<file path="src/rtl/handshake_arb_pkg.sv">
// rtl/handshake_arb_pkg.sv - shared types, defaults and helpers for handshake_arbiter
//
// Purpose: state encoding of the arbiter FSM, default sizing, and the width
//          function used for grant indices and the round-robin pointer.
// Ports:   none (package).

package handshake_arb_pkg;

  localparam int DEFAULT_NUM_REQ    = 4;
  localparam int DEFAULT_DATA_WIDTH = 32;

  typedef enum logic [1:0] {
    IDLE    = 2'd0,
    REQ     = 2'd1,
    ACK     = 2'd2,
    RELEASE = 2'd3
  } arb_state_t;

  // A single requester still needs a 1-bit index so ports never collapse to zero width.
  function automatic int grant_width(input int n);
    return (n > 2) ? $clog2(n) : 1;
  endfunction

endpackage

</file>
<file path="src/rtl/rr_picker.sv">
// rtl/rr_picker.sv - combinational round-robin picker
//
// Purpose: returns the first set request bit at or after ptr, wrapping at NUM_REQ.
// Ports:
//   req   in  NUM_REQ  request vector
//   ptr   in  IDX_W    highest-priority index (must be < NUM_REQ)
//   valid out 1        at least one request is set
//   idx   out IDX_W    selected index (0 when valid is low)

module rr_picker
  import handshake_arb_pkg::*;
#(
  parameter int NUM_REQ = DEFAULT_NUM_REQ,
  parameter int IDX_W   = grant_width(NUM_REQ)
) (
  input  logic [NUM_REQ-1:0] req,
  input  logic [IDX_W-1:0]   ptr,
  output logic               valid,
  output logic [IDX_W-1:0]   idx
);

  int               c;
  logic [IDX_W-1:0] cand;

  // Scan from the farthest candidate back to ptr so the last hit, which is the
  // one closest to ptr in rotation order, is the one that sticks.
  always_comb begin
    valid = 1'b0;
    idx   = '0;
    c     = 0;
    cand  = '0;
    for (int k = NUM_REQ - 1; k >= 0; k--) begin
      c = int'(ptr) + k;
      if (c >= NUM_REQ) begin
        c = c - NUM_REQ;
      end
      cand = IDX_W'(c);
      if (req[cand]) begin
        valid = 1'b1;
        idx   = cand;
      end
    end
  end

endmodule

</file>
<file path="src/rtl/handshake_arbiter.sv">
// rtl/handshake_arbiter.sv - round-robin arbiter sharing one SEND/ACK peripheral port
//
// Purpose: grants one requester at a time, latches its payload toward the
//          peripheral and routes the peripheral ACK back to that requester only.
//          Optional macro ARB_TIMEOUT_EN adds a REQ-state ACK timeout with err pulse.
// Ports:
//   clk       in  1                   clock, rising edge
//   rst       in  1                   asynchronous active-low reset
//   req_send  in  NUM_REQ             per-requester SEND
//   req_data  in  NUM_REQ*DATA_WIDTH  requester i payload at [i*DATA_WIDTH +: DATA_WIDTH]
//   req_ack   out NUM_REQ             per-requester ACK, one-hot or zero
//   SEND      out 1                   SEND to peripheral
//   outData   out DATA_WIDTH          payload to peripheral
//   inACK     in  1                   ACK from peripheral
//   grant_id  out GW                  index of current owner
//   busy      out 1                   high whenever the FSM is not IDLE
//   err       out 1                   one-cycle timeout pulse (0 without ARB_TIMEOUT_EN)

module handshake_arbiter
  import handshake_arb_pkg::*;
#(
  parameter  int NUM_REQ        = DEFAULT_NUM_REQ,
  parameter  int DATA_WIDTH     = DEFAULT_DATA_WIDTH,
  parameter  int TIMEOUT_CYCLES = 16,
  localparam int GW             = grant_width(NUM_REQ)
) (
  input  logic                          clk,
  input  logic                          rst,
  input  logic [NUM_REQ-1:0]            req_send,
  input  logic [NUM_REQ*DATA_WIDTH-1:0] req_data,
  output logic [NUM_REQ-1:0]            req_ack,
  output logic                          SEND,
  output logic [DATA_WIDTH-1:0]         outData,
  input  logic                          inACK,
  output logic [GW-1:0]                 grant_id,
  output logic                          busy,
  output logic                          err
);

  arb_state_t              state_q, state_d;
  logic                    send_q, send_d;
  logic [DATA_WIDTH-1:0]   data_q, data_d;
  logic [NUM_REQ-1:0]      ack_q, ack_d;
  logic [GW-1:0]           gid_q, gid_d;
  logic                    busy_q, busy_d;
  logic [GW-1:0]           ptr_q, ptr_d;

  logic                    pick_valid;
  logic [GW-1:0]           pick_idx;
  logic                    timeout;

  rr_picker #(
    .NUM_REQ (NUM_REQ),
    .IDX_W   (GW)
  ) u_picker (
    .req   (req_send),
    .ptr   (ptr_q),
    .valid (pick_valid),
    .idx   (pick_idx)
  );

`ifdef ARB_TIMEOUT_EN
  localparam int CNT_W = $clog2(TIMEOUT_CYCLES + 1);

  logic [CNT_W-1:0] cnt_q;
  logic             err_q;

  // Fires on the TIMEOUT_CYCLES-th edge spent in REQ, so the counter only
  // needs to reach TIMEOUT_CYCLES-1 before the decision edge.
  assign timeout = (state_q == REQ) && !inACK &&
                   (cnt_q == CNT_W'(TIMEOUT_CYCLES - 1));

  // Held at zero outside REQ, which also gives the clear on entry to REQ.
  always_ff @(posedge clk or negedge rst) begin
    if (!rst) begin
      cnt_q <= '0;
      err_q <= 1'b0;
    end else begin
      err_q <= timeout;
      if (state_q == REQ) begin
        cnt_q <= cnt_q + 1'b1;
      end else begin
        cnt_q <= '0;
      end
    end
  end

  assign err = err_q;
`else
  localparam int unused_timeout_cycles = TIMEOUT_CYCLES;

  assign timeout = 1'b0;
  assign err     = 1'b0;
`endif

  always_comb begin
    state_d = state_q;
    send_d  = send_q;
    data_d  = data_q;
    ack_d   = ack_q;
    gid_d   = gid_q;
    busy_d  = busy_q;
    ptr_d   = ptr_q;

    case (state_q)
      IDLE: begin
        if (pick_valid) begin
          state_d = REQ;
          send_d  = 1'b1;
          busy_d  = 1'b1;
          gid_d   = pick_idx;
          data_d  = req_data[pick_idx*DATA_WIDTH +: DATA_WIDTH];
          // The winner drops to lowest priority for the next round.
          ptr_d   = (pick_idx == GW'(NUM_REQ - 1)) ? '0 : pick_idx + 1'b1;
        end
      end

      REQ: begin
        // A peripheral ACK wins over a same-cycle withdrawal or timeout.
        if (inACK) begin
          state_d        = ACK;
          ack_d          = '0;
          ack_d[gid_q]   = 1'b1;
        end else if (!req_send[gid_q] || timeout) begin
          state_d = RELEASE;
          send_d  = 1'b0;
        end
      end

      ACK: begin
        if (!req_send[gid_q]) begin
          state_d = RELEASE;
          send_d  = 1'b0;
          ack_d   = '0;
        end
      end

      RELEASE: begin
        if (!inACK) begin
          state_d = IDLE;
          busy_d  = 1'b0;
        end
      end

      default: begin
        state_d = IDLE;
        send_d  = 1'b0;
        ack_d   = '0;
        busy_d  = 1'b0;
      end
    endcase
  end

  always_ff @(posedge clk or negedge rst) begin
    if (!rst) begin
      state_q <= IDLE;
      send_q  <= 1'b0;
      data_q  <= '0;
      ack_q   <= '0;
      gid_q   <= '0;
      busy_q  <= 1'b0;
      ptr_q   <= '0;
    end else begin
      state_q <= state_d;
      send_q  <= send_d;
      data_q  <= data_d;
      ack_q   <= ack_d;
      gid_q   <= gid_d;
      busy_q  <= busy_d;
      ptr_q   <= ptr_d;
    end
  end

  assign SEND     = send_q;
  assign outData  = data_q;
  assign req_ack  = ack_q;
  assign grant_id = gid_q;
  assign busy     = busy_q;

endmodule

</file>
<file path="config.mk">
export PLATFORM = sky130hd
export DESIGN_NAME = handshake_arbiter
export DESIGN_NICKNAME = d
export VERILOG_FILES = /design/src/rtl/handshake_arb_pkg.sv /design/src/rtl/rr_picker.sv /design/src/rtl/handshake_arbiter.sv
export SDC_FILE = /design/constraint.sdc
export NUM_CORES = 1
export LEC_CHECK = 0
export BUFFER_PORTS_ARGS = -buffer_cell sky130_fd_sc_hd__buf_2
export CORE_AREA = 8 8 113 115
export CTS_BUF_LIST = sky130_fd_sc_hd__clkbuf_8 sky130_fd_sc_hd__clkbuf_16
export DETAILED_ROUTE_END_ITERATION = 7
export DIE_AREA = 0 0 121 123
export PLACE_DENSITY_LB_ADDON = 0.12
export SLEW_MARGIN = 20
export SYNTH_ARGS = -nofsm -noshare
export SYNTH_HDL_FRONTEND = slang
export SYNTH_HIERARCHICAL = 1
export SYNTH_SLANG_ARGS = --single-unit
</file>
<file path="constraint.sdc">
create_clock -name clk -period 2.6 [get_ports clk]
set_clock_uncertainty 0.1 [all_clocks]
set_input_delay 0.39 -clock clk [delete_from_list [all_inputs] [get_ports clk]]
set_output_delay 0.39 -clock clk [all_outputs]
set_load 0.02 [all_outputs]
</file>
* Word level (Yosys, flattened, before mapping)
Index checks and enable logic that the tools add are counted.
Word-level totals: memories 0, bits in writable memories 0, flip-flop bits (word level) 44, memory bits (read-only) 0, latch bits 0, input port bits 135, output and inout port bits 41, word-level logic and storage cells 84
Cells by class: multiplexer cells 39, multiply operators 0, order comparisons 10, equal/unequal tests 9, shift operators 1, reductions and logical operators 10, div/mod/pow operators 0, add/sub/neg operators 8, bitwise logic cells 0
Operators with widths (number):
- $shiftx 128x8->32 | 1
- $mux 2 | 13
- $lt 2x3->1 const B | 5
- $mux 1 | 14
- $bmux 1 s2 | 5
- $ne 2x2->1 const B | 5
- $ge 3x3->1 const B | 3
- $reduce_and 3->1 | 3
- $mux 4 | 2
- $pmux 2 s4 | 1
- $pmux 4 s2 | 1
- $sub 2x1->2 const B | 4
- $add 2x2->3 const B | 2
- $eq 2x2->1 const B | 3
- $reduce_and 2->1 | 2
- $reduce_bool 2->1 | 2
- $add 2x1->3 const B | 1
- $ge 2x3->1 const B | 1
- $pmux 1 s3 | 1
- $reduce_bool 3->1 | 1
- $add 2x1->2 const B | 1
- $demux 1 s2 | 1
- $eq 2x1->1 const B | 1
- $ge 2x1->1 const B | 1
- other kinds (3) | 3

* Longest topological paths before layout
Gate-level depths: netlist of run 1.
depth in word-level cells 11, mapped depth 7

* By module
The synthesis of run 1 kept the hierarchy.
Modules (own cells, without submodules):
- handshake_arbiter | cells an instance 166, area an instance 2586.2 um2, instances 1, seq. area each 1101.1 um2
- rr_picker | cells an instance 13, area an instance 77.6 um2, instances 1, seq. area each 0.0 um2

* Least setup slack after synthesis of run 1
OpenSTA, ideal clock, no wires.
path type reg2reg, start register ptr_q[1], end register data_q[22] (netlist: outData[22]), period minus slack after synthesis 2.309 ns, data required time 2.375 ns, library setup time 0.125 ns, data arrival time 2.085 ns, cell stages (with the launch flop) 7, path slack 0.291 ns, cells stage by stage dfrtp_1 -> mux2i_1 -> a211oi_2 -> buf_2 -> buf_2 -> mux4_2 -> mux2_2
Between the ends: word-level cells in the longest chain between the ends 10
RTL lines:
- from (decl) | RTL line handshake_arbiter.sv:46 | logic [GW-1:0] ptr_q, ptr_d;
- from (signal assigned) | RTL line handshake_arbiter.sv:170 | ptr_q <= ptr_d;
- $add 2x2->3 | RTL line rr_picker.sv:33 | c = int'(ptr) + k;
- $ge 3x3->1 / $sub 2x1->2 (equally long branches) | RTL line rr_picker.sv:34, rr_picker.sv:35
- $mux 2 | RTL line rr_picker.sv:34 | if (c >= NUM_REQ) begin
- $bmux 1 s2 | RTL line rr_picker.sv:38 | if (req[cand]) begin
- $mux 1 (implied by the code) | RTL line rr_picker.sv:38
- $mux 2 (3 in series) | RTL line rr_picker.sv:38
- $mux 2 * | RTL line rr_picker.sv:38
- via pick_idx[0] | RTL line handshake_arbiter.sv:49 | logic [GW-1:0] pick_idx;
- $shiftx 128x8->32 * | RTL line handshake_arbiter.sv:112 | data_d = req_data[pick_idx*DATA_WIDTH +: DATA_WIDTH];
- to (signal assigned) | RTL line handshake_arbiter.sv:166 | data_q <= data_d;
- to (decl) | RTL line handshake_arbiter.sv:42 | logic [DATA_WIDTH-1:0] data_q, data_d;
Mark *: on every way through the listed nets, which the timed path passes. The rest lies on a longest branch. The select of a mux whose other input is x is not followed. A chain may end at the register's enable or synchronous reset.

* Final worst setup path of run 1
start register ptr_q[0], end register data_q[12] (netlist: outData[12])
Between the ends: word-level cells in the longest chain between the ends 10
RTL lines (RTL line):
- $add 2x2->3 | rr_picker.sv:33
- $ge 3x3->1 / $sub 2x1->2 (equally long branches) | rr_picker.sv:34, rr_picker.sv:35
- $mux 2 | rr_picker.sv:34
- $bmux 1 s2 | rr_picker.sv:38
- $mux 1 (implied by the code) | rr_picker.sv:38
- $mux 2 / $mux 1 (equally long branches) (4 in series) | rr_picker.sv:38
- $shiftx 128x8->32 / $reduce_and 2->1 (equally long branches)
Several ways; a longest one is shown, not always the timed one. The select of a mux whose other input is x is not followed.

==> impl_metrics.json, run 1 <==
{
  "top_level_ports": 176,
  "routabilityCongestion": 0.739,
  "rrSetupSlack_ns": 0.25,
  "synth_seq_cells": 44,
  "synth_fp_nets": 319,
  "cts.reportedPaths.clkPinSlew_ns": 0.06,
  "cp_max_fo": 17,
  "clockBufferDepth": 2,
  "total_power_mw": 4.43,
  "r2r-end": "outData[12]",
  "h-tree-depth": 2,
  "syn_avg_cell_area_um2": 14.9,
  "powerDensity_nw_per_um2": 1140,
  "clk_latency_ns": 0.28,
  "drt-pass1-iter-count": 4,
  "postRouteAntennaNets": 0,
  "vias_per_cell": 4.54,
  "min_to": "busy",
  "initial_core_util_pct": 24.0,
  "cts_tree": "built",
  "detail_route.wl_per_cell_um": 17.5,
  "clockPowerShare_pct": 14.6,
  "grt_max_degree": 38,
  "hold_depth": 3,
  "critPathArrivalTime_ns": 2.41,
  "synth.most_common_cell": "dfrtp_1",
  "tns_ns": 0,
  "ys.flop_type": "dfrtp_1",
  "drive_above_1_share_pct": 73.1,
  "port_buffers": 174,
  "synth_edf_count": 0,
  "num-nets-final": 493,
  "cap_violations": 0,
  "reg2reg_from": "ptr_q[0]",
  "dieArea_um2": 14900,
  "cts-buffers-inserted": 5,
  "worstMarginPinSlew_ns": 0.776,
  "async_flop_share_pct": 100,
  "synth_area_leader_cell": "dfrtp_1",
  "ys_seq_area_share_pct": 41.3,
  "fmax_mhz": 426,
  "synth_area_leaders": "dfrtp_1 (41%), mux4_2 (28%), mux2_2 (15%)",
  "start_kind": "flip-flop",
  "antenna_found_initial": 0,
  "power.leakage_nw": 1.83,
  "cts-root-buf": "clkbuf_16",
  "dp_hpwl_um": 6880,
  "core_um2": 11100,
  "num_vias": 2252,
  "ir_worst_vdd_mv": 0.487,
  "p_switching_mw": 1.73,
  "fin_crit_ns": 2.35,
  "grt_pass1_vias": 2630,
  "synth_top_area_share_pct": 41.3,
  "critPathRequiredTime_ns": 2.67,
  "grt_pass1_wl_um": 13600,
  "rsz0062_at_grt": "no",
  "pwr-share-comb_pct": 57.1,
  "min_from": "inACK",
  "rows": 39,
  "grt_overflow_total": 0,
  "setup.worst_path.class": "reg -> reg",
  "syn_area_um2": 2660,
  "report.final.slew_viol_count": 0,
  "endpoint_kind": "flip-flop",
  "yosys_warnings": 6,
  "final_hold_viol_count": 0,
  "drt_iter0_drc": 76,
  "hp-class": "in -> reg",
  "status": "completed",
  "totalWireLength_um": 8680,
  "setup_viol": 0,
  "die_h_um": 123,
  "synth_cell_types": 28,
  "fp.dieW_um": 121,
  "drcViolationCount": 0,
  "synth_cells": 179,
  "synthToLayoutAreaGrowth_pct": 46.3,
  "synth.cells.most_frequent": "dfrtp_1 (44), mux2_2 (35), mux4_2 (33)",
  "reg2reg_depth": 5,
  "internal_power_mw": 2.70,
  "cts_sinks": 44,
  "seqPwrFrac_pct": 28.2,
  "fin_crit_sh_pct": 90.2,
  "relSlewSlack_pct": 47.9,
  "diodes": 0,
  "track_usage_pct": 11.4,
  "sw_frac_of_total_pct": 39.1
}
[sequential cells by signal, summed over array words and instances (netlist names)]
signal    flops
SEND          1
busy          1
grant_id      2
outData      32
ptr_q         2
req_ack       4
state_q       2
[power by group through the flow]
stage / Combinational (mW) / Clock, mW / Sequential (mW)
global placement: 2.56 / 0 / 1.25
finish: 2.53 / 0.649 / 1.25
detailed placement: 2.58 / 0 / 1.26
CTS: 2.58 / 0.684 / 1.26
floorplan: 1.39 / 0 / 1.64
global route: 2.77 / 0.705 / 1.31
[through the flow]
step                area (um^2)  util (%)  setup slack, ns  hold slack (ns)  cells
finish                     3900      35.2            0.255            0.324    496
global route               3900      35.2            0.136            0.351    496
CTS                        3890      35.1            0.118            0.317    495
detailed placement         3720      33.6           0.0303            0.146    487
global placement           3720      33.6           0.0288            0.147    487
floorplan                  2660         -            0.291         -0.00559    179
[kinds of logic after synthesis]
kind of cell | synth area share, %
adders and majority gates | 2.35
AOI/OAI and AO/OA | 5.82
DFF | 41.3
and+or+nand+nor | 3.71
other | 0.141
muxes | 43.4
buffers and inverters | 3.19
[metal layers]
metal | up-vias | GRT usage (%) | part of all wire (%)
met5 | - | 0 | 0
met3 | 6 | 4.02 | 6.8
met1 | 1119 | 12.8 | 40
met2 | 75 | 20.3 | 53
li1 | 1052 | - | -
met4 | 0 | 2.58 | 0.78
[final cells by class]
| type | count | area (um^2) |
|---|---|---|
| clock buffer | 7 | 153 |
| fill | 1122 | 7180 |
| inverter | 6 | 22.5 |
| multi-input combinational | 117 | 1510 |
| sequential | 44 | 1100 |
| tap | 143 | 179 |
| timing repair buffer | 179 | 936 |
[cells in the final DEF (no fill, tap or decap), types with 2 or more instances in the layout]
master / instances
buf_2: 174
dfrtp_1: 44
mux2_2: 35
mux4_2: 33
inv_1: 6
nor2_1: 6
nand2_1: 5
ha_1: 5
clkbuf_16: 5
a32o_1: 4
nand2b_1: 3
a21oi_1: 3
nor2b_1: 2
o41ai_1: 2
mux2i_1: 2
o21ai_0: 2
a211oi_1: 2
clkbuf_8: 2
nor2_4: 2
buf_12: 2
buf_4: 2
[timing repair]
item                                   in CTS  in global routing
setup endpoints to repair                   0                 22
buffers inserted                            0                  0
endpoints found under the hold margin       6                  0
resized for setup                           0                  1
hold buffers                                1                  0
[worst max-delay path by stage]
stage / start / to / slack (ns) / depth (start not counted)
floorplan: ptr_q[1] / outData[22] / 0.29 / 6
global placement: req_send[1] / outData[17] / 0.03 / 6
detailed placement: req_send[1] / outData[10] / 0.03 / 6
CTS: ptr_q[1] / outData[10] / 0.12 / 5
global route: ptr_q[0] / outData[4] / 0.14 / 5
finish: ptr_q[0] / outData[12] / 0.25 / 5
[worst max-delay path, stage by stage, from the launching register on]
cell	delay (ns)
dfrtp_1	0.41
nor3b_1	0.15
a211oi_1	0.66
nor2_4	0.28
mux4_2	0.36
mux2_2	0.27
Note: power is estimated with default switching activity, not from simulation.
==> run 2, diff against run 1 <==
--- a/config.mk
+++ b/config.mk
@@ -7,7 +7,7 @@
 export LEC_CHECK = 0
 export BUFFER_PORTS_ARGS = -buffer_cell sky130_fd_sc_hd__buf_2
 export CORE_AREA = 8 8 113 115
-export CTS_BUF_LIST = sky130_fd_sc_hd__clkbuf_8 sky130_fd_sc_hd__clkbuf_16
+export CTS_BUF_LIST = sky130_fd_sc_hd__clkbuf_4 sky130_fd_sc_hd__clkbuf_8
 export DETAILED_ROUTE_END_ITERATION = 7
 export DIE_AREA = 0 0 121 123
 export PLACE_DENSITY_LB_ADDON = 0.12
==> run 2 against run 1 <==
Compared with the run above:
- combinational power is essentially flat
- die area unchanged
- non-clock buffer count did not move
- largest power group unchanged
- sequential power about the same
- utilization fell by 0.51 points
- critical path type unchanged
- register-to-register slack about the same
- global-route usage about the same
- fmax fell by 0.29%
- via count is 0.27% higher
==> impl_metrics.json, run 2 (synthesized netlist as in run 1, its figures left out) <==
{
  "fin_crit_ns": 2.35,
  "drive_above_1_share_pct": 73.1,
  "core_um2": 11100,
  "grt_pass1_vias": 2623,
  "fin_crit_sh_pct": 90.5,
  "dieArea_um2": 14900,
  "relSlewSlack_pct": 48.1,
  "report.final.slew_viol_count": 0,
  "grt_pass1_wl_um": 13500,
  "port_buffers": 174,
  "clk_latency_ns": 0.29,
  "grt_use_met1_pct": 12.7,
  "totalWireLength_um": 8740,
  "postRouteAntennaNets": 0,
  "cts-root-buf": "clkbuf_8",
  "min_from": "inACK",
  "antenna_found_initial": 0,
  "num-nets-final": 493,
  "endpoint_kind": "flip-flop",
  "setup_viol": 0,
  "rrSetupSlack_ns": 0.25,
  "dp_hpwl_um": 6880,
  "drt_iter0_drc": 93,
  "fp.dieW_um": 121,
  "min_to": "busy",
  "worstMarginPinSlew_ns": 0.774,
  "place_ws_ns": 0.0303,
  "cts-buffers-inserted": 5,
  "detail_route.wl_per_cell_um": 17.6,
  "track_usage_pct": 11.4,
  "grt-busiest-layer": "met2",
  "die_h_um": 123,
  "routabilityCongestion": 0.739,
  "grt_util_met2_pct": 20.3,
  "slowest_delay_ns": 0.66,
  "reg2reg_depth": 5,
  "drt-pass1-iter-count": 4,
  "cap_violations": 0,
  "place_inst": 487,
  "final_common_cell": "buf_2",
  "largest_register_ffs": 32,
  "drcViolationCount": 0,
  "cts_sinks": 44,
  "hold_depth": 3,
  "hp-class": "in -> reg",
  "num_vias": 2258,
  "cp_max_fo": 17,
  "diodes": 0,
  "rsz0062_at_grt": "no",
  "ir_worst_vdd_mv": 0.468,
  "setup.worst_path.class": "reg -> reg",
  "start_kind": "flip-flop",
  "crit_slowest_cell": "a211oi_1",
  "critPathArrivalTime_ns": 2.43,
  "tns_ns": 0,
  "r2r-end": "outData[29]",
  "cts.reportedPaths.clkPinSlew_ns": 0.09,
  "grt_max_degree": 38,
  "cts_tree": "built",
  "status": "completed",
  "clockBufferDepth": 2,
  "layout.cells.non_filler": 496,
  "design_area_um2": 3840,
  "top_level_ports": 176,
  "power.leakage_nw": 1.80,
  "whs_ns": 0.305,
  "setup_ws_ns": 0.248,
  "final_hold_viol_count": 0,
  "vias_per_cell": 4.55,
  "grt.met3_usage_pct": 4.02,
  "powerDensity_nw_per_um2": 1110,
  "fmax_mhz": 425,
  "critPathRequiredTime_ns": 2.68,
  "dpl-instance-area_um2": 3720,
  "synthToLayoutAreaGrowth_pct": 44.2,
  "grt_overflow_total": 0,
  "initial_core_util_pct": 24.0,
  "reg2reg_from": "ptr_q[0]",
  "h-tree-depth": 2,
  "final_cell_mix": "buf_2 (174), dfrtp_1 (44), mux2_2 (35)",
  "cp_cell_sequence": "nor3b_1, a211oi_1, nor2_4, mux4_2, mux2_2",
  "rows": 39
}
==> run 2: changes by cell type in the layout (fill, tap and decap cells not counted) <==
cell,change
clkbuf_8,+5
clkbuf_16,-5
==> run 2: routing by layer <==
metal,up-vias,routed length (um)
met2,78,4640
li1,1050,-
met3,6,608
met1,1124,3430
met4,0,71
met5,-,0
==> run 2: power by group <==
| part | switching, mW | total [mW] | internal, mW |
|---|---|---|---|
| registers | 0.206 | 1.25 | 1.04 |
| logic | 1.29 | 2.54 | 1.25 |
| clock network | 0.229 | 0.467 | 0.237 |
| total | 1.72 | 4.25 | 2.53 |
==> run 2: area by class of cell <==
cell class | instances | area, um^2
fill | 1130 | 7240
clock buffer | 7 | 96.3
multi-input combinational | 117 | 1510
sequential | 44 | 1100
timing repair buffer | 179 | 936
tap | 143 | 179
inverter | 6 | 22.5
==> run 2: worst max-delay path by stage <==
stage	from	end	slack [ns]	cells past startpoint
after CTS	ptr_q[1]	outData[10]	0.12	5
after global routing	ptr_q[0]	outData[4]	0.14	5
after detailed placement	req_send[1]	outData[10]	0.03	6
final	ptr_q[0]	outData[29]	0.25	5
after floorplan	ptr_q[1]	outData[22]	0.29	6
after global placement	req_send[1]	outData[17]	0.03	6
==> run 2: metrics by stage <==
step | total power, mW | utilization [%]
floorplan | 3.03 | -
global placement | 3.81 | 33.6
detailed placement | 3.84 | 33.6
CTS | 4.33 | 34.6
global route | 4.59 | 34.7
finish | 4.25 | 34.7
==> run 2: worst max-delay path: cells and delay by family (launching register included) <==
kind / cells / cell delay [ns]
AO/OA/AOI/OAI: 1 / 0.66
flip-flops: 1 / 0.42
multiplexers: 2 / 0.62
AND/OR/NAND/NOR: 2 / 0.43
==> run 2: what timing repair did <==
action | in CTS | in global routing
setup endpoints to repair | 0 | 20
hold buffers | 1 | 0
resized for setup | 0 | 1
setup buffers | 0 | 0
endpoints found under the hold margin | 6 | 0
==> run 3, diff against run 2 <==
--- a/config.mk
+++ b/config.mk
@@ -6,13 +6,12 @@
 export NUM_CORES = 1
 export LEC_CHECK = 0
 export BUFFER_PORTS_ARGS = -buffer_cell sky130_fd_sc_hd__buf_2
-export CORE_AREA = 8 8 113 115
+export CORE_AREA = 8 8 112 114
 export CTS_BUF_LIST = sky130_fd_sc_hd__clkbuf_4 sky130_fd_sc_hd__clkbuf_8
 export DETAILED_ROUTE_END_ITERATION = 7
-export DIE_AREA = 0 0 121 123
+export DIE_AREA = 0 0 120 122
 export PLACE_DENSITY_LB_ADDON = 0.12
 export SLEW_MARGIN = 20
 export SYNTH_ARGS = -nofsm -noshare
 export SYNTH_HDL_FRONTEND = slang
-export SYNTH_HIERARCHICAL = 1
 export SYNTH_SLANG_ARGS = --single-unit
==> run 3 against run 2 <==
Compared with the run above:
- the flow now finishes with violations (negative hold slack)
- critical path depth stayed put
- non-clock buffer count is 3 higher
- clock power is 14% higher
- via count is 16% higher
- fmax is 21% higher
- hold slack worse by 0.32 ns
- synthesized area is 0.70% lower
- setup slack better by 0.40 ns
- largest power group unchanged
==> impl_metrics.json, run 3 <==
{
  "port_buffers": 174,
  "detail_route.wl_per_cell_um": 16.5,
  "synth_cells": 250,
  "clk_latency_ns": 0.30,
  "drt-pass1-iter-count": 4,
  "crit_slowest_cell": "dfrtp_1",
  "grt_pass1_wl_um": 15100,
  "total_power_mw": 4.30,
  "drcViolationCount": 0,
  "cp_max_fo": 67,
  "initial_core_util_pct": 24.7,
  "cts.reportedPaths.clkPinSlew_ns": 0.09,
  "cp-startpoint": "ptr_q[0]",
  "violations": "negative hold slack",
  "async_flop_share_pct": 100,
  "start_kind": "flip-flop",
  "place_ws_ns": 0.450,
  "drive_above_1_share_pct": 46.3,
  "dp_hpwl_um": 7280,
  "place_inst": 553,
  "grt_max_degree": 68,
  "synth_cell_types": 36,
  "fin_crit_ns": 1.95,
  "synthToLayoutAreaGrowth_pct": 42.4,
  "worstMarginPinSlew_ns": 0.598,
  "synth_area_leaders": "dfrtp_1 (42%), mux2i_1 (24%), o221ai_1 (11%)",
  "fin_util_pct": 35.2,
  "setup.worst_path.class": "reg -> reg",
  "status": "finished with violations",
  "tns_ns": 0,
  "vias_per_cell": 4.69,
  "cp_num_buf_inv": 1,
  "fin_crit_sh_pct": 75.0,
  "cts_resized": 0,
  "cts-buffers-inserted": 5,
  "cts_tree": "built",
  "ir_worst_vdd_mv": 0.448,
  "reg2reg_depth": 5,
  "power.leakage_nw": 2.09,
  "powerDensity_nw_per_um2": 1140,
  "core_um2": 10700,
  "synth_top_area_share_pct": 41.6,
  "synth.most_common_cell": "mux2i_1",
  "rsz0062_at_grt": "no",
  "final_common_cell": "buf_2",
  "layout.cells.non_filler": 561,
  "crit_family": "compound AO/OA/AOI/OAI gates",
  "cts-root-buf": "clkbuf_8",
  "synth_area_leader_cell": "dfrtp_1",
  "relSlewSlack_pct": 60.1,
  "dieArea_um2": 14600,
  "syn_area_um2": 2650,
  "cp_cell_sequence": "o221a_1, o22ai_4, buf_12, mux2i_1, o221ai_1",
  "cap_violations": 0,
  "rows": 38,
  "fmax_mhz": 513,
  "cts_sinks": 44,
  "hp-class": "in -> async",
  "cts_setup_buffers": 0,
  "setup_viol": 0,
  "path_depth": 5,
  "design_area_um2": 3770,
  "whs_ns": -0.0155,
  "top_level_ports": 176,
  "report.final.slew_viol_count": 0,
  "synth_fp_nets": 389,
  "synth_seq_cells": 44,
  "final_cell_mix": "buf_2 (174), mux2i_1 (64), dfrtp_1 (44), nand2_1 (44), o221ai_1 (32)",
  "clockBufferDepth": 2,
  "endpoint_kind": "flip-flop",
  "synth_edf_count": 0,
  "slowest_delay_ns": 0.42,
  "ys.flop_type": "dfrtp_1",
  "synth.cells.most_frequent": "mux2i_1 (64), dfrtp_1 (44), nand2_1 (44)",
  "yosys_warnings": 0,
  "track_usage_pct": 12.6,
  "critPathRequiredTime_ns": 2.66,
  "syn_avg_cell_area_um2": 10.6,
  "critPathArrivalTime_ns": 2.01,
  "diodes": 0,
  "largest_register_ffs": 32,
  "die_h_um": 122,
  "final_hold_viol_count": 11,
  "grt_pass1_vias": 2992,
  "setup_ws_ns": 0.651,
  "antenna_found_initial": 0,
  "grt_overflow_total": 0,
  "holdBufCountCts": 0,
  "num-nets-final": 559,
  "dpl-instance-area_um2": 3650,
  "routabilityCongestion": 0.777,
  "num_vias": 2630,
  "drt_iter0_drc": 90,
  "postRouteAntennaNets": 0,
  "fillers": 1141,
  "ys_seq_area_share_pct": 41.6,
  "fp.dieW_um": 120,
  "totalWireLength_um": 9280,
  "reg2reg_from": "ptr_q[0]",
  "h-tree-depth": 2
}
run 3: cell count changes after synthesis, sizes merged, moves of 3 or more:
cell,previous run,this run
mux2i,2,64
nor2,7,4
mux2,35,1
a211oi,3,0
mux4,33,1
o221ai,0,32
o21ai,2,5
buf,9,15
nand2,6,44
run 3: routing by layer:
layer	wire length, um	vias to the layer above	GRT usage [%]
met4	43	0	3.36
met2	4150	139	20.1
met3	923	2	5.18
met1	4170	1213	15.5
met5	0	-	0
li1	-	1276	-
run 3: kinds of logic (layout without fill, tap and decap cells):
| logic type | after synthesis | in the layout | synth area share, % |
|---|---|---|---|
| compound gates | 53 | 53 | 16.6 |
| xor+xnor | 1 | 1 | 0.331 |
| fa+ha+maj | 4 | 4 | 1.89 |
| buf+inv | 25 | 196 | 5.34 |
| flops | 44 | 44 | 41.6 |
| mux | 66 | 66 | 25.5 |
| other cells | 1 | 1 | 0.142 |
| simple gates | 56 | 56 | 8.61 |
run 3: area by class of cell:
cell class | instances | area [um^2] | area share [%]
Inverter | 6 | 22.5 | 0.598
Multi-Input combinational cell | 181 | 1410 | 37.5
Clock inverter | 3 | 42.5 | 1.13
Clock buffer | 5 | 68.8 | 1.83
Sequential cell | 44 | 1100 | 29.2
Tap cell | 140 | 175 | 4.65
Timing Repair Buffer | 182 | 943 | 25.0
run 3: final timing paths:
check,end,slack [ns]
min,req_ack[2],-0.02
min in group clk,outData[2],0.31
max reg2reg,outData[5],0.65
max,outData[5],0.65
max in group asynchronous,outData[24],1.69
min reg2reg,outData[2],0.38
run 3: where the power goes:
group          switching, mW  internal [mW]
clock network          0.250          0.285
logic                   1.49           1.04
registers              0.212           1.03
